## src/rtl/mem_port_arbiter.sv

```systemverilog
// Arbitrates NPORTS cache-miss ports onto one unified memory port. Each grant is an
// optional line write-back followed by an optional line fill, with a completion pulse.
module mem_port_arbiter #(
    parameter int NPORTS = 2,
    parameter int ADDR_W = 14,
    parameter int LINE_W = 64,
    parameter int RR     = 1
) (
    input  logic                       clk,
    input  logic                       rst,
    input  logic [NPORTS-1:0]          req_re,
    input  logic [NPORTS-1:0]          req_we,
    input  logic [NPORTS*ADDR_W-1:0]   req_raddr,
    input  logic [NPORTS*ADDR_W-1:0]   req_waddr,
    input  logic [NPORTS*LINE_W-1:0]   req_wdata,
    output logic [NPORTS-1:0]          req_rdy,
    output logic [LINE_W-1:0]          rd_data,
    output logic [NPORTS-1:0]          grant,
    output logic                       busy,
    output logic                       mem_re,
    output logic                       mem_we,
    output logic [ADDR_W-1:0]          mem_addr,
    output logic [LINE_W-1:0]          mem_wdata,
    input  logic [LINE_W-1:0]          mem_rdata,
    input  logic                       mem_rdy
);

    localparam int PW = $clog2(NPORTS);
    localparam logic [NPORTS-1:0] ONE_HOT0 = {{(NPORTS-1){1'b0}}, 1'b1};

    typedef enum logic [1:0] {
        IDLE  = 2'd0,
        WRITE = 2'd1,
        READ  = 2'd2,
        DONE  = 2'd3
    } state_t;

    state_t              state_q;
    logic [PW-1:0]       rr_ptr_q;
    logic [PW-1:0]       gnt_idx_q;
    logic                lat_re_q;
    logic [ADDR_W-1:0]   lat_raddr_q;
    logic [NPORTS-1:0]   grant_q;
    logic [NPORTS-1:0]   req_rdy_q;
    logic                busy_q;
    logic                mem_re_q;
    logic                mem_we_q;
    logic [ADDR_W-1:0]   mem_addr_q;
    logic [LINE_W-1:0]   mem_wdata_q;
    logic [LINE_W-1:0]   rd_data_q;

    logic [NPORTS-1:0]   req_any_d;
    logic [PW-1:0]       sel_idx_d;
    logic                sel_vld_d;
    int                  cand_idx_d;

    assign req_any_d = req_re | req_we;

    // Candidate search: rotates from the port after the last grant, or from port 0 in fixed mode.
    always_comb begin
        sel_idx_d  = '0;
        sel_vld_d  = 1'b0;
        cand_idx_d = 0;
        for (int i = 0; i < NPORTS; i++) begin
            cand_idx_d = (RR != 0) ? ((int'(rr_ptr_q) + 1 + i) % NPORTS) : i;
            sel_idx_d  = (!sel_vld_d && req_any_d[cand_idx_d[PW-1:0]]) ? cand_idx_d[PW-1:0] : sel_idx_d;
            sel_vld_d  = sel_vld_d | req_any_d[cand_idx_d[PW-1:0]];
        end
    end

    // Transaction FSM; every output is a register updated alongside the state.
    always_ff @(posedge clk) begin
        if (rst) begin
            state_q     <= IDLE;
            rr_ptr_q    <= PW'(NPORTS - 1);
            gnt_idx_q   <= '0;
            lat_re_q    <= 1'b0;
            lat_raddr_q <= '0;
            grant_q     <= '0;
            req_rdy_q   <= '0;
            busy_q      <= 1'b0;
            mem_re_q    <= 1'b0;
            mem_we_q    <= 1'b0;
            mem_addr_q  <= '0;
            mem_wdata_q <= '0;
            rd_data_q   <= '0;
        end else begin
            case (state_q)
                IDLE: begin
                    if (sel_vld_d) begin
                        gnt_idx_q   <= sel_idx_d;
                        grant_q     <= ONE_HOT0 << sel_idx_d;
                        busy_q      <= 1'b1;
                        lat_re_q    <= req_re[sel_idx_d];
                        lat_raddr_q <= req_raddr[sel_idx_d*ADDR_W +: ADDR_W];
                        if (req_we[sel_idx_d]) begin
                            state_q     <= WRITE;
                            mem_we_q    <= 1'b1;
                            mem_addr_q  <= req_waddr[sel_idx_d*ADDR_W +: ADDR_W];
                            mem_wdata_q <= req_wdata[sel_idx_d*LINE_W +: LINE_W];
                        end else begin
                            state_q    <= READ;
                            mem_re_q   <= 1'b1;
                            mem_addr_q <= req_raddr[sel_idx_d*ADDR_W +: ADDR_W];
                        end
                    end else begin
                        state_q <= IDLE;
                    end
                end
                WRITE: begin
                    if (mem_rdy) begin
                        mem_we_q <= 1'b0;
                        // Evict-then-fill keeps the grant and moves straight to the fill.
                        if (lat_re_q) begin
                            state_q    <= READ;
                            mem_re_q   <= 1'b1;
                            mem_addr_q <= lat_raddr_q;
                        end else begin
                            state_q   <= DONE;
                            req_rdy_q <= grant_q;
                        end
                    end else begin
                        state_q <= WRITE;
                    end
                end
                READ: begin
                    if (mem_rdy) begin
                        mem_re_q  <= 1'b0;
                        rd_data_q <= mem_rdata;
                        state_q   <= DONE;
                        req_rdy_q <= grant_q;
                    end else begin
                        state_q <= READ;
                    end
                end
                DONE: begin
                    req_rdy_q <= '0;
                    grant_q   <= '0;
                    busy_q    <= 1'b0;
                    rr_ptr_q  <= gnt_idx_q;
                    state_q   <= IDLE;
                end
                default: begin
                    state_q   <= IDLE;
                    grant_q   <= '0;
                    req_rdy_q <= '0;
                    busy_q    <= 1'b0;
                    mem_re_q  <= 1'b0;
                    mem_we_q  <= 1'b0;
                end
            endcase
        end
    end

    assign req_rdy   = req_rdy_q;
    assign rd_data   = rd_data_q;
    assign grant     = grant_q;
    assign busy      = busy_q;
    assign mem_re    = mem_re_q;
    assign mem_we    = mem_we_q;
    assign mem_addr  = mem_addr_q;
    assign mem_wdata = mem_wdata_q;

endmodule

```

## config.mk

```make
export PLATFORM = sky130hd
export DESIGN_NAME = mem_port_arbiter
export DESIGN_NICKNAME = d
export VERILOG_FILES = /design/src/rtl/mem_port_arbiter.sv
export SDC_FILE = /design/constraint.sdc
export NUM_CORES = 1
export LEC_CHECK = 0
export CAP_MARGIN = 20
export CORE_AREA = 2 2 155 157
export DETAILED_ROUTE_END_ITERATION = 7
export DIE_AREA = 0 0 157 159
export GPL_TIMING_DRIVEN = 0
export PLACE_DENSITY_LB_ADDON = 0.12
export SLEW_MARGIN = 20
export SYNTH_ARGS = -nofsm -noshare
export SYNTH_HDL_FRONTEND = slang
export SYNTH_SLANG_ARGS = --single-unit
```

## constraint.sdc

```tcl
create_clock -name clk -period 4.1 [get_ports clk]
set_input_delay 0.82 -clock clk [delete_from_list [all_inputs] [get_ports clk]]
set_output_delay 0.82 -clock clk [all_outputs]
set_load 0.05 [all_outputs]
```

==> results.toml <==
[grt]
grt_use_total_pct = 21.91
antenna_found_initial = 5
grt_pass1_vias = 7465
grt_max_degree = 17
grt-ovfl-total = 0
grt_pass1_wl_mm = 42.02

[floorplanning]
initial_utilization_pct = 30.86
num_io_pins = 404
fp.dieArea_mm2 = 0.02496
rows = 56
die_w_um = 157
coreArea_mm2 = 0.02319
die_h_um = 159

[flow_run]
maxCapViolCount = 0

[routing]
drc = 0
wl_per_cell_um = 17.43
dr.pass1.iters = 4
via_per_inst = 4.738
num_vias = 7514
wirelength_mm = 27.64
drtIter0Drc = 283
antenna_left = 0

[timing]
setup_slack_ns = 1.355
setup-tns-final_ns = 0
min_period_over_period_pct = 66.95
fmax_ghz = 0.3643
setup_viol = 0
slew_violations = 0
slew_headroom_pct = 54.47
hold_viol = 0
rsz0062_at_grt = "false"
worstMarginPinSlew_ns = 0.6829
finalCriticalPeriod_ns = 2.745
skew_ns = 0.01260

[critical_path]
cp_slowest_cell = "nor4_2"
r2r_slack_ns = 1.46
arrival_ns = 3.11
critPathLaunchType = "input pin"
timing_worst_setup_path_type = "in -> reg"
cp_cell_sequence = "clkdlybuf4s50_1 -> nor4_2 -> nand2_1 -> a21oi_1 -> buf_2 -> a32o_1"
path_buf_inv = 2
max_stage_delay_ns = 0.57
path_delay_family = "buffers and inverters"
cp.required_ns = 4.47
worstSetupEndpointType = "flop"
cp_max_fo = 10

[cells_and_area]
fin_nets = 1510
syn_to_final_growth_pct = 70.45
num-fill-cells = 2245
drive_gt1_share_pct = 4.279

[synthesis]
synth_top_area_share_pct = 46.99
syn-num-nets = 1088
seq_area_frac_synth_pct = 46.99
synth_top_flop_cell = "dfxtp_1"
async_flop_share_pct = 0
synth_area_leaders = "dfxtp_1 47%, mux2i_1 11%, a211oi_1 8.4%"
syn_area_per_cell_um2 = 8.644
synth-seq-cells = 168
yosysUniqueCellTypes = 35
yosysMostFrequentCell = "dfxtp_1"
synth_commonest_cells = "168 x dfxtp_1, 135 x nand2_1, 104 x nor2_1, 80 x a211oi_1, 78 x mux2i_1"
syn_area_mm2 = 0.007157
synthCells = 828
yosysTopAreaCell = "dfxtp_1"
yosysWarnings = 0
synth_edf_count = 0

[placement]
dp_hpwl_mm = 21.40
io_buffers = 403
post-place-ws_ns = 0.8996
place_congestion = 0.7883

[clock_tree]
clkSlewWorstSetupHoldPaths_ns = 0.07
cts_root_buf = "clkbuf_16"
cts.sinks = 168
numCtsBuffers = 17
cts_resized = 0
post_cts_buffers = 0
clk_latency_ns = 0.43
cts_tree = "built"
clock_path_buffers = 2
cts_hold_buf = 0
h-tree-depth = 4

[power_and_ir_drop]
max-vdd-ir-drop_mv = 0.2310
p_switching_uw = 1957
leakage_uw = 0.004701
pwr-share-seq_pct = 35.3
p_total_uw = 5458
switching_share_pct = 35.86
p_int_uw = 3501
p_per_area_mw_per_mm2 = 447.4
pwr-share-clk_pct = 30.2
pwr-share-comb_pct = 34.5

[run_status]
outcome = "finished, final reports clean"

[worst_hold_path]
min_path_type = "reg -> reg"
layout by cell type, fill, tap and decap left out, types with 2 or more instances in the layout:
| master | instances |
|---|---|
| clkdlybuf4s50_1 | 403 |
| dfxtp_1 | 168 |
| nand2_1 | 135 |
| nor2_1 | 104 |
| a211oi_1 | 80 |
| mux2i_1 | 78 |
| a21oi_1 | 77 |
| clkbuf_1 | 47 |
| or3_1 | 28 |
| buf_2 | 19 |
| clkbuf_16 | 17 |
| o22ai_1 | 14 |
| nor3b_1 | 14 |
| a32o_1 | 14 |
| inv_1 | 6 |
| o21ai_0 | 6 |
| diode_2 | 5 |
| ha_1 | 5 |
| nand2b_1 | 4 |
| inv_6 | 4 |
| inv_8 | 3 |
| nor3_1 | 2 |
| o21ai_1 | 2 |
| nor4_2 | 2 |
| and2_1 | 2 |
| buf_1 | 2 |
| a2bb2oi_1 | 2 |
| nand3b_1 | 2 |
| or2_1 | 2 |
| nor2b_1 | 2 |
| a2111oi_0 | 2 |
| clkinvlp_4 | 2 |
| bufinv_16 | 2 |
sequential cells by signal, indices dropped and copies added (netlist names):
name	flops
lat_re_q	1
mem_we	1
mem_re	1
gnt_idx_q	1
busy	1
rd_data	64
mem_wdata	64
req_rdy	2
mem_addr	14
state_q	2
lat_raddr_q	14
rr_ptr_q	1
grant	2
power groups by stage:
stage	Clock (µW)	Sequential, µW	Combinational, µW
after floorplan	0	2520	552
after global placement	0	1960	1890
after detailed placement	0	1960	1900
after CTS	1700	1930	1900
after global routing	1770	1950	2010
final	1650	1930	1880
cells by family (layout without fill, tap and decap cells):
kind of cell | count (synthesis) | count (layout) | synth area share [%]
AND/OR/NAND/NOR | 299 | 299 | 18.22
AO/OA/AOI/OAI | 202 | 202 | 18.58
flip-flops | 168 | 168 | 46.99
multiplexers | 78 | 78 | 10.91
buffers and inverters | 76 | 510 | 4.423
adder cells (fa/ha/maj) | 5 | 5 | 0.8741
other | 0 | 5 | 0
metal layers:
metal / routed length [µm] / track usage (%)
met4: 918 / 8.716
met5: 13 / 0
met3: 2537 / 8.410
met2: 13340 / 37.12
met1: 10830 / 24.61
final cells by class:
type | instances | area, µm² | area share [%]
diodes | 5 | 12.51 | 0.1026
plain buffers | 69 | 290.3 | 2.379
clock buffers | 18 | 439.2 | 3.600
clock inverters | 13 | 157.7 | 1.292
inverters | 7 | 26.28 | 0.2154
multi-input cells | 584 | 3477 | 28.50
flip-flops and latches | 168 | 3363 | 27.57
well taps | 319 | 399.1 | 3.272
repair buffers | 403 | 4034 | 33.07
metrics by stage:
stage	util, %	area [µm²]	hold WS, ns	cells
floorplan	-	7157	0.4288	828
global placement	49.97	11590	0.4410	1550
detailed placement	49.97	11590	0.4454	1550
CTS	52.55	12190	0.4550	1581
finish	52.60	12200	0.4527	1586
global route	52.59	12200	0.4702	1585
worst reg2reg max path, delay by kind of cell, from the launching register on:
family	cells	cell delay (ns)
buffers and inverters	4	0.94
and+or+nand+nor	2	0.73
DFF	1	0.36
adders and majority gates	1	0.27
AOI/OAI and AO/OA	1	0.24
final timing paths:
kind,start,endpoint,depth (start not counted)
setup / recovery,req_we[1],mem_addr[5],6
hold / removal,rd_data[62],rd_data[62],2
setup reg to reg,state_q[1],mem_addr[8],8
hold reg to reg,rd_data[62],rd_data[62],2
No activity file was read; power rests on OpenSTA's default activity.
